**src/rtl/ok_trigger_burst_decoder_if.sv**
```systemverilog
// Host word stream in, endpoint registers and write strobes out.
interface ok_trigger_burst_decoder_if #(
    parameter int unsigned NUM_EP = 8
);
    logic                     data_valid;
    logic [15:0]              ok1;
    logic [NUM_EP*16-1:0]     ep_data;
    logic [NUM_EP-1:0]        ep_update;

    modport master (
        output data_valid, ok1,
        input  ep_data, ep_update
    );

    modport slave (
        input  data_valid, ok1,
        output ep_data, ep_update
    );
endinterface

```
**src/rtl/ok_trigger_burst_decoder.sv**
```systemverilog
// Header-framed burst decoder: header, addr/len word, then payload words
// written to consecutive wire (held) or trigger (one-cycle) endpoints.
module ok_trigger_burst_decoder #(
    parameter int unsigned        NUM_EP    = 8,
    parameter logic [7:0]         BASE_ADDR = 8'h40,
    parameter logic [15:0]        HEADER    = 16'hE5C7,
    parameter logic [NUM_EP-1:0]  TRIG_MASK = '0,
    parameter int unsigned        TIMEOUT   = 1023,
    parameter int unsigned        CNT_W     = 10
) (
    input  logic                          clk_in,
    input  logic                          rst,
    ok_trigger_burst_decoder_if.slave     bus,
    output logic [1:0]                    STATE,
    output logic                          busy,
    output logic                          err,
    output logic [7:0]                    err_cnt
);

    localparam int unsigned PTR_W = (NUM_EP > 1) ? $clog2(NUM_EP) : 1;

    typedef enum logic [1:0] {
        S_IDLE = 2'd0,
        S_ADDR = 2'd1,
        S_DATA = 2'd2,
        S_DROP = 2'd3
    } state_t;

    state_t             state, state_nxt;
    logic [PTR_W-1:0]   ptr, ptr_nxt;
    logic [7:0]         rem, rem_nxt;
    logic [CNT_W-1:0]   tmo, tmo_nxt;
    logic               wr_en;
    logic               err_nxt;
    logic [8:0]         addr_off;

    // Addresses below BASE_ADDR wrap to >= 257 here, so one compare covers both bounds.
    assign addr_off = {1'b0, bus.ok1[15:8]} - {1'b0, BASE_ADDR};

    always_ff @(posedge clk_in or negedge rst) begin
        if (!rst) begin
            state <= S_IDLE;
            ptr   <= '0;
            rem   <= '0;
            tmo   <= '0;
        end else begin
            state <= state_nxt;
            ptr   <= ptr_nxt;
            rem   <= rem_nxt;
            tmo   <= tmo_nxt;
        end
    end

    always_comb begin
        state_nxt = state;
        ptr_nxt   = ptr;
        rem_nxt   = rem;
        tmo_nxt   = tmo;
        wr_en     = 1'b0;
        err_nxt   = 1'b0;
        if (state == S_IDLE) begin
            tmo_nxt = '0;
            if (bus.data_valid && bus.ok1 == HEADER)
                state_nxt = S_ADDR;
        end else if (bus.data_valid) begin
            tmo_nxt = '0;
            case (state)
                S_ADDR: begin
                    rem_nxt = bus.ok1[7:0];
                    if (bus.ok1[7:0] == 8'd0) begin
                        state_nxt = S_IDLE;
                    end else if (addr_off < 9'(NUM_EP)) begin
                        state_nxt = S_DATA;
                        ptr_nxt   = addr_off[PTR_W-1:0];
                    end else begin
                        state_nxt = S_DROP;
                        err_nxt   = 1'b1;
                    end
                end
                S_DATA: begin
                    wr_en   = 1'b1;
                    ptr_nxt = ptr + 1'b1;
                    rem_nxt = rem - 8'd1;
                    if (rem == 8'd1) begin
                        state_nxt = S_IDLE;
                    end else if (ptr == PTR_W'(NUM_EP - 1)) begin
                        state_nxt = S_DROP;
                        err_nxt   = 1'b1;
                    end
                end
                S_DROP: begin
                    rem_nxt = rem - 8'd1;
                    if (rem == 8'd1)
                        state_nxt = S_IDLE;
                end
                default: state_nxt = S_IDLE;
            endcase
        end else if (tmo == CNT_W'(TIMEOUT - 1)) begin
            state_nxt = S_IDLE;
            err_nxt   = 1'b1;
            tmo_nxt   = '0;
        end else begin
            tmo_nxt = tmo + 1'b1;
        end
    end

    always_ff @(posedge clk_in or negedge rst) begin
        if (!rst) begin
            bus.ep_data   <= '0;
            bus.ep_update <= '0;
            err           <= 1'b0;
            err_cnt       <= '0;
        end else begin
            for (int unsigned i = 0; i < NUM_EP; i++) begin
                bus.ep_update[i] <= wr_en && (ptr == PTR_W'(i));
                if (wr_en && (ptr == PTR_W'(i)))
                    bus.ep_data[16*i +: 16] <= bus.ok1;
                else if (TRIG_MASK[i])
                    bus.ep_data[16*i +: 16] <= '0;
            end
            err <= err_nxt;
            if (err_nxt && err_cnt != 8'hFF)
                err_cnt <= err_cnt + 8'd1;
        end
    end

    assign STATE = state;
    assign busy  = (state != S_IDLE);

endmodule
```
**src/flat_wrapper.sv**
```systemverilog
// flat-port wrapper written by rule: the top's interface ports become plain ports
module ok_trigger_burst_decoder_flat 
#(
    parameter int unsigned        NUM_EP    = 8,
    parameter logic [7:0]         BASE_ADDR = 8'h40,
    parameter logic [15:0]        HEADER    = 16'hE5C7,
    parameter logic [NUM_EP-1:0]  TRIG_MASK = '0,
    parameter int unsigned        TIMEOUT   = 1023,
    parameter int unsigned        CNT_W     = 10
)
  (clk_in, rst, STATE, busy, err, err_cnt, bus_data_valid, bus_ok1, bus_ep_data, bus_ep_update);
  ok_trigger_burst_decoder_if #(.NUM_EP(NUM_EP)) bus_i ();
  input  logic clk_in;
  input  logic rst;
  output logic [1:0] STATE;
  output logic busy;
  output logic err;
  output logic [7:0] err_cnt;
  input wire logic [$bits(bus_i.data_valid)-1:0] bus_data_valid;
  input wire logic [$bits(bus_i.ok1)-1:0] bus_ok1;
  output wire logic [$bits(bus_i.ep_data)-1:0] bus_ep_data;
  output wire logic [$bits(bus_i.ep_update)-1:0] bus_ep_update;
  assign bus_i.data_valid = bus_data_valid;
  assign bus_i.ok1 = bus_ok1;
  assign bus_ep_data = bus_i.ep_data;
  assign bus_ep_update = bus_i.ep_update;
  ok_trigger_burst_decoder #(.NUM_EP(NUM_EP), .BASE_ADDR(BASE_ADDR), .HEADER(HEADER), .TRIG_MASK(TRIG_MASK), .TIMEOUT(TIMEOUT), .CNT_W(CNT_W)) u_core (.clk_in(clk_in), .rst(rst), .bus(bus_i), .STATE(STATE), .busy(busy), .err(err), .err_cnt(err_cnt));
endmodule
```
**config.mk**
```make
export PLATFORM = sky130hd
export DESIGN_NAME = ok_trigger_burst_decoder_flat
export DESIGN_NICKNAME = d
export VERILOG_FILES = /design/src/rtl/ok_trigger_burst_decoder_if.sv /design/src/rtl/ok_trigger_burst_decoder.sv /design/src/flat_wrapper.sv
export SDC_FILE = /design/constraint.sdc
export NUM_CORES = 1
export LEC_CHECK = 0
export CORE_ASPECT_RATIO = 1.75
export CORE_MARGIN = 10
export CORE_UTILIZATION = 45
export DETAILED_ROUTE_END_ITERATION = 12
export HOLD_SLACK_MARGIN = 0.03
export PLACE_DENSITY = 0.88
export SYNTH_ARGS = -nofsm -noshare
export SYNTH_HDL_FRONTEND = slang
export SYNTH_SLANG_ARGS = --single-unit
export TNS_END_PERCENT = 10
```
**constraint.sdc**
```tcl
create_clock -name clk_in -period 2.2 [get_ports clk_in]
set_input_delay 0.33 -clock clk_in [delete_from_list [all_inputs] [get_ports clk_in]]
set_output_delay 0.33 -clock clk_in [all_outputs]
set_load 0.05 [all_outputs]
```
==> metrics.md <==
| Metric | Value |
|---|---|
| Syn Nets | `544` |
| Via Count | `5,023` |
| Comb power frac | `0.455` |
| Initial antenna violation count | `1` |
| Crit path max fanout | `8` |
| Largest net degree at the start of global routing | `67` |
| Post-DP HPWL | `15.4 mm` |
| Seq pwr share | `0.331` |
| Full die area | `21,200 um2` |
| Fmax | `0.469 GHz` |
| Most frequent cells in the layout | `dfrtp_1, clkdlybuf4s50_1, mux2_2` |
| GRT Residual Overflow | `0` |
| CP top delay family | `simple AND/OR/NAND/NOR gates` |
| Final min period | `2.13 ns` |
| Vias in the first global route | `5,604` |
| Synthesized flop and latch total | `168` |
| Relative slew slack | `0.594` |
| Crit. End Element | `flip-flop` |
| Die Wd | `114 um` |
| Critical Path Source Type | `input port` |
| Nets | `745` |
| Internal power | `0.00765 W` |
| Reg clk slew, reported paths | `0.07 ns` |
| Drc violations | `0` |
| First-pass GRT wire length | `32.4 mm` |
| CORE AREA | `15,300 um2` |
| Starting Density | `0.458` |
| TritonCTS clock tree | `yes` |
| Layout cells sized above 1 | `0.304` |
| Psw | `0.00616 W` |
| Sequential share of the synthesized area | `0.599` |
| Clk_lat worst skew | `0.43 ns` |
| Crit-path slowest cell | `clkdlybuf4s50_1` |
| Max Buffers Root-to-Sink | `2` |
| Period utilization | `0.968` |
| Boundary pin count | `167` |
| Synth cell types | `44` |
| H-tree depth | `4` |
| Max VDD drop | `780 uV` |
| Clock Power Share | `0.214` |
| Port-buffer cells | `166` |
| Leak pwr | `4.63 nW` |
| Buf/Inv on CP | `1` |
| RePlAce Congestion | `0.894` |
| Area post-placement | `9200 um2` |
| Iter 0 DRT Violations | `190` |
| Synthesis warning total | `0` |
| Crit path required time | `2.51 ns` |
| Ys async rst share | `1.00` |
| Cell area after synthesis | `7010 um2` |
| Finish-stage setup viols | `0` |
| # rows | `60` |
| Tot GR Track Use | `0.202` |
| CTS root buffer | `clkbuf_16` |
| Final instance area | `9820 um2` |
| Setup TNS | `0 ns` |
| Post-route ant nets | `0` |
| Avg WL per Cell | `23.4 um` |
| Number of iterations in the first detailed-routing pass | `7` |
| Clock buffer count from CTS | `17` |
| Clock skew | `0.00867 ns` |
| PD cells | `1410 nW/um2` |
| Cells after synthesis | `509` |
| Crit path DAT | `2.44 ns` |
| Syn_area_per_cell | `13.8 um2` |
| CP cell instances | `clkdlybuf4s50_1 > ha_1 > nand2_1 > or4_4 > a221oi_4 > nor3_4 > mux2_4` |
| Max_cap viols | `0` |
| Via density | `5.52` |
| Worst min-delay path category | `input port to async pin` |
| Routed wire length | `21.3 mm` |
| Slew Limit Fails | `0` |
| CTS Sinks | `168` |
| Setup CP Type | `input port to flip-flop` |
| Commonest non-fill, non-tap cell in the layout | `dfrtp_1` |
| Status | `complete, no violations` |
| Main synth FF type | `dfrtp_1` |
| Slew @ Worst Pin | `0.607 ns` |
| Worst stage delay on the critical path | `0.47 ns` |
| Die H | `185 um` |
| Net Sw Frac | `0.446` |
| Area Overhead vs Synth | `40.0%` |
| Final Hold Vio Count | `0` |
| Post-synth EDFFs | `0` |
worst paths after layout:
kind                                  startpoint                       to  slack [ns]  cells past startpoint
max                                  bus_ok1[14]        u_core.err_cnt[1]        0.07                      7
min                                          rst  u_core.bus.ep_update[3]        0.42                      2
max reg2reg                      u_core.STATE[0]   u_core.bus.ep_data[87]        0.12                      7
min reg2reg                u_core.bus.ep_data[1]    u_core.bus.ep_data[1]        0.49                      1
max in group asynchronous                    rst   u_core.bus.ep_data[65]        1.06                      3
min in group clk_in        u_core.bus.ep_data[1]    u_core.bus.ep_data[1]        0.49                      1
routing by layer:
layer / GRT usage / part of all wire / up-vias / wire length, um
li1: - / - / 2181 / -
met1: 0.194 / 0.33 / 2552 / 7120
met2: 0.365 / 0.55 / 214 / 11800
met3: 0.0544 / 0.057 / 76 / 1210
met4: 0.131 / 0.058 / 0 / 1240
met5: 0 / 0 / - / 0
worst reg2reg max path: cells and delay by family, from the launching register on:
family	cells	cell delay, ns
multiplexers	1	0.37
buffers and inverters	2	0.27
adder cells (fa/ha/maj)	1	0.24
AND/OR/NAND/NOR	3	0.65
flip-flops	1	0.43
Yosys cell counts, drive strengths merged (2+ instances only):
master	count	area share
mux2	130	0.21
and3	4	0.0036
a211oi	2	0.0021
dfrtp	168	0.60
nor2	25	0.017
o21ai	17	0.012
nor3	14	0.014
nand2	24	0.013
inv	18	0.0096
a31oi	2	0.0018
buf	18	0.013
ha	16	0.029
mux2i	4	0.0057
xor2	3	0.0037
nand3	9	0.0086
a21oi	10	0.0071
clkbuf	10	0.0054
nand4	7	0.0084
a22oi	2	0.0021
xnor2	11	0.014
nor4	4	0.0057
nor3b	2	0.0021
cell families (layout without fill, tap and decap cells):
| logic type | Yosys count | after routing | synth area share |
|---|---|---|---|
| flip-flops | 168 | 168 | 0.599 |
| multiplexers | 134 | 134 | 0.215 |
| AND/OR/NAND/NOR | 94 | 94 | 0.0780 |
| AO/OA/AOI/OAI | 37 | 37 | 0.0335 |
| adder cells (fa/ha/maj) | 16 | 16 | 0.0285 |
| other | 0 | 1 | 0 |
| buffers and inverters | 46 | 260 | 0.0282 |
| XOR/XNOR | 14 | 14 | 0.0175 |
power groups by stage:
stage	sequential, W	combinational (W)	clock, W
6_report	0.00457	0.00628	0.00296
5_1_grt	0.00465	0.00654	0.00314
4_1_cts	0.00456	0.00631	0.00301
3_5_place_dp	0.00460	0.00627	0
3_3_place_gp	0.00451	0.00611	0
2_1_floorplan	0.00703	0.00146	0
layout make-up:
class                      instances  area [um2]
inverter                          18        70.1
clock buffer                      17         425
timing repair buffer             210        2070
multi-input combinational        295        2640
sequential                       168        4210
fill                            1096        5500
clock inverter                    15         170
antenna                            1        2.50
tap                              186         233
flip-flops by register name, indices dropped and copies added, names as in the netlist:
register	count
u_core.bus.ep_data	128
u_core.tmo	10
u_core.bus.ep_update	8
u_core.err_cnt	8
u_core.rem	8
u_core.ptr	3
u_core.STATE	2
u_core.err	1
per-stage QoR:
stage / power (W) / std cells / utilization / setup WS (ns) / hold slack, ns
floorplan: 0.00849 / 509 / - / 0.0407 / 0.0344
detailed placement: 0.0109 / 875 / 0.600 / -0.338 / 0.309
global route: 0.0143 / 910 / 0.641 / -0.00359 / 0.454
finish: 0.0138 / 910 / 0.641 / 0.0698 / 0.415
CTS: 0.0139 / 908 / 0.640 / 0.0644 / 0.416
global placement: 0.0106 / 875 / 0.600 / -0.313 / 0.294
what timing repair did:
| item | 4_1_cts | 5_1_grt |
|---|---|---|
| endpoints found under the setup margin | 0 | 6 |
| hold buffers | 1 | 0 |
| resized for setup | 0 | 1 |
| endpoints found under the hold margin | 47 | 0 |
| buffers inserted | 0 | 1 |
(Power assumes the default switching activity.)
